==> src/rtl/perceptron_predictor.sv <==
// rtl/perceptron_predictor.sv - online perceptron core for the two-button guess-my-next-press game
// Define WEIGHT_NORM_EN to add the sum-of-squares check that halves every weight past NORM_LIMIT.
module perceptron_predictor #(
  parameter int     HIST_LEN     = 20,
  parameter int     W            = 10,
  parameter int     ETA          = 2,
  parameter int     DEBOUNCE_CYC = 500000,
  parameter int     SCORE_W      = 8,
  parameter int     TARGET       = 100,
  parameter longint NORM_LIMIT   = longint'(1) << (2*W-4)
) (
  input  logic               CLOCK_50,
  input  logic               reset,
  input  logic               k1,
  input  logic               k2,
  output logic               pred,
  output logic               pred_valid,
  output logic               busy,
  output logic [SCORE_W-1:0] score_machine,
  output logic [SCORE_W-1:0] score_human,
  output logic               game_over,
  output logic [7:0]         led
);
  localparam int IDX_W = (HIST_LEN > 1) ? $clog2(HIST_LEN) : 1;
  localparam int ACC_W = W + $clog2(HIST_LEN) + 1;
  localparam int CNT_W = $clog2(DEBOUNCE_CYC + 1);
  localparam logic signed [W:0]  W_MAX     = (W+1)'((2 ** (W-1)) - 1);
  localparam logic signed [W:0]  W_MIN     = -W_MAX;
  localparam logic signed [W:0]  ETA_V     = (W+1)'(ETA);
  localparam logic [IDX_W-1:0]   IDX_LAST  = IDX_W'(HIST_LEN - 1);
  localparam logic [SCORE_W-1:0] SCORE_TGT = SCORE_W'(TARGET);
  localparam logic [CNT_W-1:0]   LOCK_LOAD = CNT_W'(DEBOUNCE_CYC);

  typedef enum logic [2:0] {
    S_IDLE, S_EVAL, S_UPDATE,
`ifdef WEIGHT_NORM_EN
    S_NORM, S_HALVE,
`endif
    S_SHIFT, S_PREDICT
  } state_t;

  state_t state_q, state_d;
  logic [1:0] sync1_q, sync2_q, sync3_q;  // bit 1 tracks k1, bit 0 tracks k2
  logic [1:0] fall, accept;
  logic [CNT_W-1:0] lock1_q, lock1_d, lock2_q, lock2_d;
  logic ev_q, ev_d, b_q, b_d;
  logic [IDX_W-1:0] idx_q, idx_d;
  logic [HIST_LEN-1:0] hist_q, hist_d;
  logic signed [W-1:0] w_q [HIST_LEN];
  logic signed [W-1:0] w_d [HIST_LEN];
  logic signed [ACC_W-1:0] acc_q, acc_d, term;
  logic signed [W:0] w_ext, upd_sum;
  logic signed [W-1:0] upd_w;
  logic pred_q, pred_d, last;
  logic [SCORE_W-1:0] sm_q, sm_d, sh_q, sh_d;

`ifdef WEIGHT_NORM_EN
  localparam int SQ_W = 2*W + $clog2(HIST_LEN);
  localparam logic [SQ_W-1:0] SQ_LIMIT = SQ_W'(NORM_LIMIT);
  logic [SQ_W-1:0] sq_q, sq_d;
  logic signed [2*W-1:0] w_wide, w_sq;
`else
  logic unused_norm_limit;
  assign unused_norm_limit = (NORM_LIMIT != 0);
`endif

  assign game_over = (sm_q == SCORE_TGT) || (sh_q == SCORE_TGT);

  always_comb begin
    fall    = sync3_q & ~sync2_q;
    accept  = {fall[1] & (lock1_q == '0), fall[0] & (lock2_q == '0)};
    lock1_d = accept[1] ? LOCK_LOAD : ((lock1_q != '0) ? lock1_q - CNT_W'(1) : lock1_q);
    lock2_d = accept[0] ? LOCK_LOAD : ((lock2_q != '0) ? lock2_q - CNT_W'(1) : lock2_q);
    // Simultaneous edges cancel; edges outside IDLE are dropped but still arm their lockout
    ev_d = ((accept == 2'b10) || (accept == 2'b01)) && (state_q == S_IDLE) && !ev_q && !game_over;
    b_d  = ev_d ? accept[1] : b_q;
  end

  always_comb begin
    last    = (idx_q == IDX_LAST);
    w_ext   = (W+1)'(w_q[idx_q]);
    term    = ACC_W'(w_q[idx_q]);
    if (!hist_q[idx_q]) term = -term;
    upd_sum = (b_q == hist_q[idx_q]) ? w_ext + ETA_V : w_ext - ETA_V;
    if (upd_sum > W_MAX)      upd_w = W_MAX[W-1:0];
    else if (upd_sum < W_MIN) upd_w = W_MIN[W-1:0];
    else                      upd_w = upd_sum[W-1:0];
`ifdef WEIGHT_NORM_EN
    w_wide = (2*W)'(w_q[idx_q]);
    w_sq   = w_wide * w_wide;
    sq_d   = sq_q;
`endif
    state_d = state_q;
    idx_d   = idx_q;
    hist_d  = hist_q;
    acc_d   = acc_q;
    pred_d  = pred_q;
    sm_d    = sm_q;
    sh_d    = sh_q;
    w_d     = w_q;
    case (state_q)
      S_IDLE: if (ev_q) state_d = S_EVAL;
      S_EVAL: begin
        idx_d = '0;
        if (b_q == pred_q) begin
          if (sm_q < SCORE_TGT) sm_d = sm_q + SCORE_W'(1);
          state_d = S_SHIFT;
        end else begin
          if (sh_q < SCORE_TGT) sh_d = sh_q + SCORE_W'(1);
          state_d = S_UPDATE;
        end
      end
      S_UPDATE: begin
        w_d[idx_q] = upd_w;
        idx_d = idx_q + IDX_W'(1);
        if (last) begin
          idx_d = '0;
`ifdef WEIGHT_NORM_EN
          sq_d    = '0;
          state_d = S_NORM;
`else
          state_d = S_SHIFT;
`endif
        end
      end
`ifdef WEIGHT_NORM_EN
      S_NORM: begin
        sq_d  = sq_q + SQ_W'($unsigned(w_sq));
        idx_d = idx_q + IDX_W'(1);
        if (last) begin
          idx_d   = '0;
          state_d = (sq_d > SQ_LIMIT) ? S_HALVE : S_SHIFT;
        end
      end
      S_HALVE: begin
        for (int i = 0; i < HIST_LEN; i++) w_d[i] = w_q[i] >>> 1;
        state_d = S_SHIFT;
      end
`endif
      S_SHIFT: begin
        hist_d  = {hist_q[HIST_LEN-2:0], b_q};
        acc_d   = '0;
        idx_d   = '0;
        state_d = S_PREDICT;
      end
      S_PREDICT: begin
        acc_d = acc_q + term;
        idx_d = idx_q + IDX_W'(1);
        if (last) begin
          idx_d   = '0;
          pred_d  = !acc_d[ACC_W-1];
          state_d = S_IDLE;
        end
      end
      default: state_d = S_IDLE;
    endcase
  end

  always_ff @(posedge CLOCK_50) begin
    if (reset) begin
      state_q <= S_IDLE;
      sync1_q <= 2'b11;
      sync2_q <= 2'b11;
      sync3_q <= 2'b11;
      lock1_q <= '0;
      lock2_q <= '0;
      ev_q    <= 1'b0;
      b_q     <= 1'b0;
      idx_q   <= '0;
      hist_q  <= '0;
      acc_q   <= '0;
      pred_q  <= 1'b1;
      sm_q    <= '0;
      sh_q    <= '0;
      for (int i = 0; i < HIST_LEN; i++) w_q[i] <= '0;
`ifdef WEIGHT_NORM_EN
      sq_q    <= '0;
`endif
    end else begin
      state_q <= state_d;
      sync1_q <= {k1, k2};
      sync2_q <= sync1_q;
      sync3_q <= sync2_q;
      lock1_q <= lock1_d;
      lock2_q <= lock2_d;
      ev_q    <= ev_d;
      b_q     <= b_d;
      idx_q   <= idx_d;
      hist_q  <= hist_d;
      acc_q   <= acc_d;
      pred_q  <= pred_d;
      sm_q    <= sm_d;
      sh_q    <= sh_d;
      for (int i = 0; i < HIST_LEN; i++) w_q[i] <= w_d[i];
`ifdef WEIGHT_NORM_EN
      sq_q    <= sq_d;
`endif
    end
  end

  assign pred          = pred_q;
  assign busy          = (state_q != S_IDLE);
  assign pred_valid    = (state_q == S_IDLE);
  assign score_machine = sm_q;
  assign score_human   = sh_q;
  assign led           = {sm_q[3:0], sh_q[3:0]};
endmodule

==> config.mk <==
export PLATFORM = sky130hd
export DESIGN_NAME = perceptron_predictor
export DESIGN_NICKNAME = d
export VERILOG_FILES = /design/src/rtl/perceptron_predictor.sv
export SDC_FILE = /design/constraint.sdc
export NUM_CORES = 1
export LEC_CHECK = 0
export BUFFER_PORTS_ARGS = -buffer_cell sky130_fd_sc_hd__buf_2
export CORE_ASPECT_RATIO = 1.4
export CORE_MARGIN = 3
export CORE_UTILIZATION = 57
export CTS_CLUSTER_SIZE = 8
export DETAILED_ROUTE_END_ITERATION = 10
export PLACE_DENSITY = 0.86
export SYNTH_ARGS = -nofsm -noshare
export SYNTH_HDL_FRONTEND = slang
export SYNTH_SLANG_ARGS = --single-unit
==> constraint.sdc <==
create_clock -name CLOCK_50 -period 5.2 [get_ports CLOCK_50]
set_clock_uncertainty 0.2 [all_clocks]
set_input_delay 1.04 -clock CLOCK_50 [delete_from_list [all_inputs] [get_ports CLOCK_50]]
set_output_delay 1.04 -clock CLOCK_50 [all_outputs]
set_load 0.005 [all_outputs]
==> flow_metrics.tcl <==
set metrics [dict create \
    cts_tree "built" \
    clk_pin_slew_ns 0.06 \
    ys_seq_area_frac 0.421 \
    routed_wirelength_um 39400 \
    syn_area_sq_um 14600 \
    layout.nets 1727 \
    grt_use_total 0.277 \
    crit_fanout 15 \
    grt_pass1_wl_um 63300 \
    grt_start_max_net_pins 89 \
    max_stage_delay_ns 0.46 \
    cp.required_ns 5.48 \
    cp_slowest_cell "dfxtp_4" \
    final_hold_viol_count 0 \
    fp.dieArea_sq_um 27600 \
    core_area_sq_um 24900 \
    diodes 0 \
    final_cell_mix "dfxtp_1 (303), nand2_1 (197), nor2_1 (172)" \
    ys_ff_latch 307 \
    die_h_um 195 \
    critPathTopFamily "compound AO/OA/AOI/OAI gates" \
    slew_headroom 0.159 \
    setup_viol 0 \
    ios 32 \
    syn_nets 1711 \
    avgRoutedWirePerCell_um 19.6 \
    crit_type "flop to flop" \
    dpl_cell_area_sq_um 15100 \
    die_x_um 141 \
    vias 13000 \
    drc 0 \
    placedCellCount 1959 \
    timing.final.ws_setup_ns 0.191 \
    avgSynthCellArea_sq_um 8.72 \
    htree_levels 2 \
    drv_slew 0 \
    async_reset_ff_frac 0 \
    numCtsBuffers 44 \
    synth-edff-count 0 \
    antenna_found_initial 0 \
    grt_overflow_total 0 \
    finalCritPeriodShare 0.963 \
    drive_gt1_frac 0.150 \
    drtAntennaViolNets 0 \
    p_leak_nw 5.84 \
    yosys-top-cells-area "dfxtp_1 (42%), mux4_2 (5.2%), nand2_1 (5.1%), nor2_1 (4.4%), a21oi_1 (4.2%)" \
    ys_warn_count 0 \
    tightest_slew_ns 1.26 \
    instances_no_fill 2009 \
    clk_latency_ns 0.55 \
    clkSinkCount 307 \
    p_per_area_nw_per_um2 377 \
    grt_pass1_vias 12900 \
    initial_utilization 0.586 \
    max-vdd-ir-drop_v 0.000431 \
    dpl.hpwl_um 26300 \
    crit_arrival_ns 5.28 \
    area_delta_synth_final_pct 12.1 \
    hold_ws_ns 0.207 \
    netlist_instances 1675 \
    outcome "finished, final reports clean" \
    num_rows 68 \
    start_kind "flop" \
    cp_num_buf_inv 4 \
    hp-class "flop to flop" \
    fmax_mhz 200 \
    first_pass_iters 6 \
    cts_buffer_depth 3 \
    crit_chain "buf_12, buf_6, mux2i_1, a22oi_1, nand2_1, o311a_1, inv_2, nor4_1, buf_4, a31oi_1, xor2_1, ha_1, and2_1, o21ai_0, o31ai_2, o211ai_1, o21ai_1, a31oi_1, xnor2_1, nand2_1, or2_2, a21oi_1" \
    drt_iter0_drc 1242 \
    final_util 0.657 \
    post-cts-setup-buffers 0 \
    place_congestion 0.962 \
    via_per_inst 6.45 \
    yosysTopAreaCell "dfxtp_1" \
    port_buffers 31 \
    end_kind "flop" \
    post-place-ws_ns 0.174 \
    final_cell_area_sq_um 16400 \
    final_common_cell "dfxtp_1" \
    finalCriticalPeriod_ns 5.01 \
    drv_cap 0 \
    ys.flop_type "dfxtp_1" \
    ys_types 78 \
    clockRootBuffer "clkbuf_16" \
    yosysTopAreaCellShare 0.421 \
]
## kinds of logic after synthesis
kind of cell               synth area share
DFF                                   0.421
buffers and inverters                0.0487
AOI/OAI and AO/OA                     0.187
and+or+nand+nor                       0.190
muxes                                0.0899
xor gates and xnor gates             0.0354
adders and majority gates            0.0287
## stage by stage
step | power [mW] | setup TNS, ns
finish | 6.18 | 0
CTS | 6.19 | 0
floorplan | 3.45 | 0
global route | 6.43 | -0.0195
global placement | 3.62 | 0
detailed placement | 3.68 | 0
## flip-flops by register name (all words and copies together), names as in the netlist
register / flops
score_human: 8
sync3_q: 2
lock1_q: 19
sync2_q: 2
hist_q: 20
ev_q: 1
score_machine: 8
w_q: 200
pred: 1
acc_q: 16
idx_q: 5
b_q: 1
sync1_q: 2
lock2_q: 19
state_q: 3
## worst reg2reg max path, cell delays in order, from the launching register on
cell,delay [ns]
dfxtp_4,0.46
buf_12,0.22
buf_6,0.22
mux2i_1,0.32
a22oi_1,0.12
nand2_1,0.10
o311a_1,0.28
inv_2,0.07
nor4_1,0.29
buf_4,0.18
a31oi_1,0.09
xor2_1,0.16
ha_1,0.32
and2_1,0.17
o21ai_0,0.24
o31ai_2,0.13
o211ai_1,0.27
o21ai_1,0.15
a31oi_1,0.24
xnor2_1,0.18
nand2_1,0.10
or2_2,0.32
a21oi_1,0.14
## cells in the mapped netlist, types with 6 or more instances
cell      number
a211oi_1      46
a211oi_2      14
a21o_1         8
a21oi_1      124
a22oi_1       19
a31oi_1       32
and2_1        12
and3_1         8
and4_1         7
buf_2         19
buf_4         16
buf_6          6
clkbuf_1      82
dfxtp_1      307
ha_1          31
inv_1         24
mux2_2         6
mux2i_1       48
mux4_2        34
nand2_1      197
nand2b_1       8
nand3_1       84
nand4_1       12
nor2_1       172
nor2b_1        9
nor3_1        26
nor4_1        13
o21ai_0       89
o21ai_1       42
o22ai_1       13
or2_2         15
or3_1         13
xnor2_1       37
xor2_1        22
## path summary, 6_finish.rpt
| check | startpoint | end | slack (ns) | cells after the start |
|---|---|---|---|---|
| setup / recovery | idx_q[1]$_SDFFE_PP0P_ | acc_q[15]$_SDFFE_PP0P_ | 0.19 | 22 |
| hold / removal | sync1_q[0]$_SDFF_PP1_ | sync2_q[0]$_SDFF_PP1_ | 0.21 | 1 |
| setup reg to reg | idx_q[1]$_SDFFE_PP0P_ | acc_q[15]$_SDFFE_PP0P_ | 0.19 | 22 |
| hold reg to reg | sync1_q[0]$_SDFF_PP1_ | sync2_q[0]$_SDFF_PP1_ | 0.21 | 1 |
## area by class of cell
cell class	instances	area [sq um]
Clock buffer	47	1150
Clock inverter	2	23.8
Fill cell	1885	8560
Inverter	29	109
Multi-Input combinational cell	1213	7830
Sequential cell	307	6160
Tap cell	315	394
Timing Repair Buffer	96	704
## power by group
part           internal [mW]  switching (mW)
sequential              2.49           0.127
combinational          0.439           0.599
clock                   1.54           0.977
## timing repair
action	in CTS	in global routing
resized for setup	0	19
endpoints found under the hold margin	0	0
endpoints found under the setup margin	0	63
hold buffers	0	0
## layer usage
metal / vias up / GRT usage / wire (um)
met5: - / 0 / 0
met4: 0 / 0.157 / 2230
met3: 196 / 0.0488 / 2860
met2: 648 / 0.484 / 19600
met1: 6100 / 0.317 / 14700
li1: 6014 / - / -
(Power assumes the default switching activity.)
